<file path="config.mk">
export PLATFORM = sky130hd
export DESIGN_NAME = cbus_ram_responder_flat
export DESIGN_NICKNAME = d
export VERILOG_FILES = /design/src/rtl/cbus_ram_responder_pkg.sv /design/src/rtl/cbus_ram_responder_if.sv /design/src/rtl/cbus_burst_addr_gen.sv /design/src/rtl/cbus_ram_responder.sv /design/src/flat_wrapper.sv
export SDC_FILE = /design/constraint.sdc
export NUM_CORES = 1
export LEC_CHECK = 0
export CELL_PAD_IN_SITES_DETAIL_PLACEMENT = 1
export CELL_PAD_IN_SITES_GLOBAL_PLACEMENT = 2
export CORE_ASPECT_RATIO = 0.9
export CORE_MARGIN = 3
export CORE_UTILIZATION = 10
export DETAILED_ROUTE_END_ITERATION = 10
export PLACE_DENSITY = 0.87
export SYNTH_ARGS = -nofsm -noshare
export SYNTH_HDL_FRONTEND = slang
export SYNTH_SLANG_ARGS = --single-unit
</file>
<file path="constraint.sdc">
create_clock -name clk -period 2.4 [get_ports clk]
set_clock_uncertainty 0.15 [all_clocks]
set_input_delay 0.48 -clock clk [delete_from_list [all_inputs] [get_ports clk]]
set_output_delay 0.48 -clock clk [all_outputs]
set_load 0.02 [all_outputs]
</file>
<file path="src/rtl/cbus_ram_responder_pkg.sv">
// Shared types and constants for the cbus RAM responder and its burst address generator.
package cbus_ram_responder_pkg;

  localparam int unsigned LEN_W     = 4;
  localparam int unsigned REQ_ADDR_W = 64;

  typedef enum logic [1:0] {
    BURST_FIXED = 2'd0,
    BURST_INCR  = 2'd1,
    BURST_WRAP  = 2'd2,
    BURST_RSVD  = 2'd3
  } burst_t;

  typedef enum logic [1:0] {
    S_IDLE,
    S_WRITE,
    S_READ
  } state_t;

  typedef struct packed {
    logic              is_write;
    logic [LEN_W-1:0]  len;
    burst_t            burst;
  } req_ctl_t;

  typedef struct packed {
    logic ready;
    logic last;
  } resp_tok_t;

  function automatic int unsigned byte_ofs(input int unsigned dw);
    return $clog2(dw / 8);
  endfunction

endpackage

</file>
<file path="src/rtl/cbus_ram_responder_if.sv">
// cbus request/response bundle between the initiator (master) and the RAM responder (slave).
interface cbus_ram_responder_if #(
  parameter int unsigned DATA_WIDTH = 64,
  parameter int unsigned MAX_LEN    = 16
);
  logic                          req_valid;
  logic                          req_is_write;
  logic [63:0]                   req_addr;
  logic [$clog2(MAX_LEN)-1:0]    req_len;
  logic [1:0]                    req_burst;
  logic [DATA_WIDTH/8-1:0]       req_strobe;
  logic [DATA_WIDTH-1:0]         req_data;
  logic                          resp_ready;
  logic                          resp_last;
  logic [DATA_WIDTH-1:0]         resp_data;

  modport master (
    output req_valid, req_is_write, req_addr, req_len, req_burst, req_strobe, req_data,
    input  resp_ready, resp_last, resp_data
  );

  modport slave (
    input  req_valid, req_is_write, req_addr, req_len, req_burst, req_strobe, req_data,
    output resp_ready, resp_last, resp_data
  );
endinterface

</file>
<file path="src/rtl/cbus_burst_addr_gen.sv">
// Burst word-index generator: latches start/len/burst on load, steps FIXED/INCR/WRAP on advance.
module cbus_burst_addr_gen
  import cbus_ram_responder_pkg::*;
#(
  parameter int unsigned ADDR_WIDTH = 10,
  parameter int unsigned LEN_WIDTH  = 4
) (
  input  logic                  clk,
  input  logic                  reset,
  input  logic                  load,
  input  logic                  advance,
  input  logic [ADDR_WIDTH-1:0] start,
  input  logic [LEN_WIDTH-1:0]  len,
  input  burst_t                burst,
  output logic [ADDR_WIDTH-1:0] addr,
  output logic                  last_beat
);

  logic [LEN_WIDTH-1:0]  len_q;
  logic [LEN_WIDTH-1:0]  count;
  burst_t                burst_q;
  logic [ADDR_WIDTH-1:0] incr;
  logic [ADDR_WIDTH-1:0] wrap_mask;
  logic [ADDR_WIDTH-1:0] next;
  logic [LEN_WIDTH:0]    blk;
  logic                  wrap_ok;

  assign incr      = addr + 1'b1;
  assign wrap_mask = ADDR_WIDTH'(len_q);
  assign blk       = {1'b0, len_q} + 1'b1;
  // A wrap block must be a power of two; otherwise WRAP degrades to INCR
  assign wrap_ok   = (blk & {1'b0, len_q}) == '0;
  assign last_beat = (count == len_q);

  always_comb begin
    next = incr;
    unique case (burst_q)
      BURST_FIXED: next = addr;
      BURST_WRAP:  if (wrap_ok) next = (addr & ~wrap_mask) | (incr & wrap_mask);
      default:     next = incr;
    endcase
  end

  always_ff @(posedge clk or posedge reset) begin
    if (reset) begin
      addr    <= '0;
      count   <= '0;
      len_q   <= '0;
      burst_q <= BURST_INCR;
    end else if (load) begin
      addr    <= start;
      count   <= '0;
      len_q   <= len;
      burst_q <= burst;
    end else if (advance) begin
      addr    <= next;
      count   <= count + 1'b1;
    end
  end

endmodule

</file>
<file path="src/rtl/cbus_ram_responder.sv">
// cbus burst responder driving a byte-strobed single-port RAM with 0..2 cycles of read latency.
module cbus_ram_responder
  import cbus_ram_responder_pkg::*;
#(
  parameter int unsigned ADDR_WIDTH   = 10,
  parameter int unsigned DATA_WIDTH   = 64,
  parameter int unsigned READ_LATENCY = 0,
  parameter int unsigned MAX_LEN      = 16
) (
  input  logic                    clk,
  input  logic                    reset,
  cbus_ram_responder_if.slave     bus,
  output logic                    ram_en,
  output logic [ADDR_WIDTH-1:0]   ram_addr,
  output logic [DATA_WIDTH/8-1:0] ram_strobe,
  output logic [DATA_WIDTH-1:0]   ram_wdata,
  input  logic [DATA_WIDTH-1:0]   ram_rdata
);

  localparam int unsigned OFS = byte_ofs(DATA_WIDTH);
  localparam int unsigned LW  = $clog2(MAX_LEN);

  state_t                state, state_next;
  logic                  issuing_q;
  logic                  load, advance, last_beat;
  logic [ADDR_WIDTH-1:0] start_idx;
  resp_tok_t             tok_in, tok_tap;
  logic                  unused_addr_bits;

  assign start_idx        = bus.req_addr[OFS+ADDR_WIDTH-1:OFS];
  assign unused_addr_bits = ^{bus.req_addr[63:OFS+ADDR_WIDTH], bus.req_addr[OFS-1:0]};

  cbus_burst_addr_gen #(
    .ADDR_WIDTH (ADDR_WIDTH),
    .LEN_WIDTH  (LW)
  ) u_addr_gen (
    .clk       (clk),
    .reset     (reset),
    .load      (load),
    .advance   (advance),
    .start     (start_idx),
    .len       (bus.req_len),
    .burst     (burst_t'(bus.req_burst)),
    .addr      (ram_addr),
    .last_beat (last_beat)
  );

  assign tok_in = '{ready: (state == S_READ) && issuing_q, last: last_beat};

  // Tap L of the token pipe lines up with the RAM data for the beat issued L cycles earlier
  if (READ_LATENCY == 0) begin : g_no_pipe
    assign tok_tap = tok_in;
  end else begin : g_pipe
    resp_tok_t pipe [READ_LATENCY];
    always_ff @(posedge clk or posedge reset) begin
      if (reset) begin
        for (int unsigned i = 0; i < READ_LATENCY; i++) pipe[i] <= '0;
      end else begin
        pipe[0] <= tok_in;
        for (int unsigned i = 1; i < READ_LATENCY; i++) pipe[i] <= pipe[i-1];
      end
    end
    assign tok_tap = pipe[READ_LATENCY-1];
  end

  always_ff @(posedge clk or posedge reset) begin
    if (reset) begin
      state     <= S_IDLE;
      issuing_q <= 1'b0;
    end else begin
      state <= state_next;
      if (load)                             issuing_q <= !bus.req_is_write;
      else if (tok_in.ready && tok_in.last) issuing_q <= 1'b0;
    end
  end

  always_comb begin
    state_next     = state;
    load           = 1'b0;
    advance        = 1'b0;
    ram_en         = 1'b0;
    ram_strobe     = '0;
    ram_wdata      = '0;
    bus.resp_ready = 1'b0;
    bus.resp_last  = 1'b0;
    unique case (state)
      S_IDLE: begin
        if (bus.req_valid) begin
          load       = 1'b1;
          state_next = bus.req_is_write ? S_WRITE : S_READ;
        end
      end
      S_WRITE: begin
        ram_en         = 1'b1;
        ram_strobe     = bus.req_strobe;
        ram_wdata      = bus.req_data;
        bus.resp_ready = 1'b1;
        bus.resp_last  = last_beat;
        advance        = 1'b1;
        if (last_beat) state_next = S_IDLE;
      end
      S_READ: begin
        ram_en         = tok_in.ready;
        advance        = tok_in.ready;
        bus.resp_ready = tok_tap.ready;
        bus.resp_last  = tok_tap.ready && tok_tap.last;
        if (tok_tap.ready && tok_tap.last) state_next = S_IDLE;
      end
      default: state_next = S_IDLE;
    endcase
  end

  assign bus.resp_data = ((state == S_READ) && tok_tap.ready) ? ram_rdata : '0;

endmodule

</file>
<file path="src/flat_wrapper.sv">
// flat-port wrapper written by rule: the top's interface ports become plain ports
module cbus_ram_responder_flat import cbus_ram_responder_pkg::*;
#(
  parameter int unsigned ADDR_WIDTH   = 10,
  parameter int unsigned DATA_WIDTH   = 64,
  parameter int unsigned READ_LATENCY = 0,
  parameter int unsigned MAX_LEN      = 16
)
  (clk, reset, ram_en, ram_addr, ram_strobe, ram_wdata, ram_rdata, bus_req_valid, bus_req_is_write, bus_req_addr, bus_req_len, bus_req_burst, bus_req_strobe, bus_req_data, bus_resp_ready, bus_resp_last, bus_resp_data);
  cbus_ram_responder_if #(.DATA_WIDTH(DATA_WIDTH), .MAX_LEN(MAX_LEN)) bus_i ();
  input  logic clk;
  input  logic reset;
  output logic ram_en;
  output logic [ADDR_WIDTH-1:0] ram_addr;
  output logic [DATA_WIDTH/8-1:0] ram_strobe;
  output logic [DATA_WIDTH-1:0] ram_wdata;
  input  logic [DATA_WIDTH-1:0] ram_rdata;
  input wire logic [$bits(bus_i.req_valid)-1:0] bus_req_valid;
  input wire logic [$bits(bus_i.req_is_write)-1:0] bus_req_is_write;
  input wire logic [$bits(bus_i.req_addr)-1:0] bus_req_addr;
  input wire logic [$bits(bus_i.req_len)-1:0] bus_req_len;
  input wire logic [$bits(bus_i.req_burst)-1:0] bus_req_burst;
  input wire logic [$bits(bus_i.req_strobe)-1:0] bus_req_strobe;
  input wire logic [$bits(bus_i.req_data)-1:0] bus_req_data;
  output wire logic [$bits(bus_i.resp_ready)-1:0] bus_resp_ready;
  output wire logic [$bits(bus_i.resp_last)-1:0] bus_resp_last;
  output wire logic [$bits(bus_i.resp_data)-1:0] bus_resp_data;
  assign bus_i.req_valid = bus_req_valid;
  assign bus_i.req_is_write = bus_req_is_write;
  assign bus_i.req_addr = bus_req_addr;
  assign bus_i.req_len = bus_req_len;
  assign bus_i.req_burst = bus_req_burst;
  assign bus_i.req_strobe = bus_req_strobe;
  assign bus_i.req_data = bus_req_data;
  assign bus_resp_ready = bus_i.resp_ready;
  assign bus_resp_last = bus_i.resp_last;
  assign bus_resp_data = bus_i.resp_data;
  cbus_ram_responder #(.ADDR_WIDTH(ADDR_WIDTH), .DATA_WIDTH(DATA_WIDTH), .READ_LATENCY(READ_LATENCY), .MAX_LEN(MAX_LEN)) u_core (.clk(clk), .reset(reset), .bus(bus_i), .ram_en(ram_en), .ram_addr(ram_addr), .ram_strobe(ram_strobe), .ram_wdata(ram_wdata), .ram_rdata(ram_rdata));
endmodule
</file>
==> flow_summary.json <==
{
  "worst_slack_ns": 0.0382,
  "cts_tree": "done",
  "die-height_um": 148,
  "cp_cell_sequence": "inv_1 -> ha_2 -> buf_12 -> buf_4 -> and2_1 -> clkdlybuf4s15_2",
  "period_minus_slack_ns": 2.36,
  "fin_area_sq_um": 5600,
  "vias_per_cell": 3.64,
  "fin_crit_sh_pct": 98.4,
  "ys_seq_elements": 23,
  "tightest_slew_ns": 0.586,
  "hold_class": "reg2reg",
  "ys_types": 36,
  "grt_pass1_vias": 3236,
  "hold_buffers": 0,
  "regToRegStartpoint": "u_core.state[0]",
  "track_usage_pct": 9.91,
  "numCtsBuffers": 3,
  "synth_top_area_cell": "dfrtp_1",
  "ys_top_cells_by_area": "dfrtp_1 24%, and2_1 20%, and3_1 18%, xnor2_1 4.3%, clkbuf_1 4.2%",
  "min_from": "u_core.u_addr_gen.burst_q[1]",
  "drc_errors": 0,
  "slowest_stage": "dfrtp_1",
  "relSlewSlack_pct": 60.8,
  "grt_pass1_wl_um": 19300,
  "finalMaxSlewViolations": 0,
  "finalWeightedCongestion": 0.712,
  "r2r-end": "u_core.u_addr_gen.addr[9]",
  "clkTransAtPathRegs_ns": 0.06,
  "grt_max_degree": 56,
  "syn2layout_area_growth_pct": 149,
  "rows": 51,
  "seq_area_frac_synth_pct": 25.7,
  "netlist_area_sq_um": 2250,
  "multi_input_area_sq_um": 1590,
  "fill_cells": 2631,
  "critical_path_class": "reg2out",
  "pre_cts_slack_ns": -0.0679,
  "die-area_sq_um": 24300,
  "register_area_sq_um": 577,
  "hold_path_end": "u_core.u_addr_gen.burst_q[1]",
  "detail-route-antenna-nets": 0,
  "synth_edf_count": 0,
  "vias": 3236,
  "place_inst": 883,
  "initial_core_util_pct": 10.3,
  "n_antenna_cell": 0,
  "fmax_mhz": 423,
  "placed_area_sq_um": 5790,
  "final_cells": 888,
  "hold_violations": 0,
  "synth_cells": 293,
  "outcome": "finished, final reports clean",
  "fp.dieW_um": 164,
  "synth_flop_cell": "dfrtp_1",
  "fin_nets": 813,
  "grt_overflow": 0,
  "dp_hpwl_um": 11500,
  "slowest_delay_ns": 0.40,
  "reg2reg_depth": 8,
  "io_buffers": 304,
  "cp-end-kind": "output pin",
  "ios": 359,
  "cts_buffer_depth": 2,
  "cp.buffers_inverters": 4,
  "cp.arrival_ns": 1.73,
  "hold_depth": 1,
  "pwr_density_cell_nw_per_um2": 748,
  "drive_above_1_share_pct": 22.4,
  "clockRootBuffer": "clkbuf_16",
  "cts.htree.levels": 1,
  "cts_setup_buffers": 0,
  "syn_nets": 508,
  "synth_common_cells": "73 x and2_1, 65 x and3_1, 25 x clkbuf_1",
  "coreArea_sq_um": 21900,
  "routed_wl_um": 13500,
  "p_leak_uw": 0.00273,
  "wl_per_cell_um": 15.2,
  "drt_iter0_drc": 110,
  "reg2reg_slack_ns": 0.17,
  "ys_warn_count": 0,
  "finalSetupViolCount": 0,
  "peakVddDrop_mv": 0.320,
  "cts_num_sinks": 23,
  "clk_latency_ns": 0.25,
  "synth_top_area_share_pct": 24.5,
  "first_pass_iters": 4,
  "antenna_found_initial": 0,
  "power_uw": 4190,
  "yosysMostFrequentCell": "and2_1",
  "rsz0062_at_grt": "yes",
  "startpoint_type": "register",
  "synth.avg_cell_area_sq_um": 7.67,
  "crit_required_ns": 1.77,
  "synthArstFlopShare_pct": 100,
  "cap_violations": 0,
  "worstPathMaxFanout": 19,
  "cp_top_family": "buffers and inverters"
}
-- where the power goes --
group | switching (uW) | internal (uW) | total [uW]
Sequential | 203 | 558 | 760
Clock | 132 | 226 | 358
Combinational | 1640 | 1430 | 3070
-- cell families after synthesis --
kind of cell / count (synthesis) / share of synthesized area [%]
compound gates: 28 / 7.62
xor+xnor: 16 / 6.23
fa+ha+maj: 5 / 2.78
buf+inv: 34 / 5.84
flops: 23 / 25.7
mux: 8 / 3.90
simple gates: 179 / 48.0
-- metrics by stage --
stage | TNS, ns | utilization [%] | hold WS, ns
3_5_place_dp | -0.707 | 26.5 | 0.397
2_1_floorplan | 0 | - | 0.331
6_report | 0 | 25.6 | 0.402
5_1_grt | -0.362 | 25.6 | 0.441
3_3_place_gp | -0.133 | 26.5 | 0.376
4_1_cts | -0.162 | 26.8 | 0.412
-- layer usage --
metal / up-vias / routed length [um] / track usage [%]
li1: 1593 / - / -
met1: 1492 / 5550 / 12.1
met2: 147 / 6670 / 18.1
met3: 4 / 1240 / 2.59
met4: 0 / 66 / 0.973
met5: - / 0 / 0
-- cell type report --
type,instances,share of cell area (%)
timing repair buffer,326,52.9
multi-input combinational,236,28.3
sequential,23,10.3
tap,291,6.50
clock buffer,4,1.41
inverter,8,0.536
-- cells in the final DEF, fill, tap and decap left out, types with 3 or more instances in the layout --
cell	netlist	routed
and2_1	73	73
clkdlybuf4s15_2	0	26
buf_12	0	6
inv_1	8	7
xor2_1	5	5
mux2_2	6	6
a21oi_1	14	14
clkbuf_2	0	58
clkdlybuf4s50_1	0	165
o21ai_0	3	3
nand3_1	5	5
ha_1	5	3
nand2_1	7	7
clkbuf_16	0	3
buf_4	1	15
buf_2	0	5
dfrtp_1	22	22
dlygate4sd2_1	0	44
nor2_1	13	12
xnor2_1	11	11
clkdlybuf4s15_1	0	4
and3_1	65	65
-- worst max path at each step --
stage,end,from,depth (start not counted)
2_1_floorplan,bus_resp_data[62],u_core.state[0],5
3_3_place_gp,ram_wdata[25],u_core.state[1],6
3_5_place_dp,bus_resp_data[38],u_core.state[0],5
4_1_cts,ram_en,u_core.state[1],6
5_1_grt,ram_wdata[18],u_core.state[1],6
6_report,ram_wdata[18],u_core.state[1],6
-- what timing repair did --
item / in CTS / in global routing
setup endpoints to repair: 139 / 95
resized for setup: 235 / 104
gates cloned: 1 / 0
pin swaps: 0 / 2
Power figures use the tool's default switching activity.
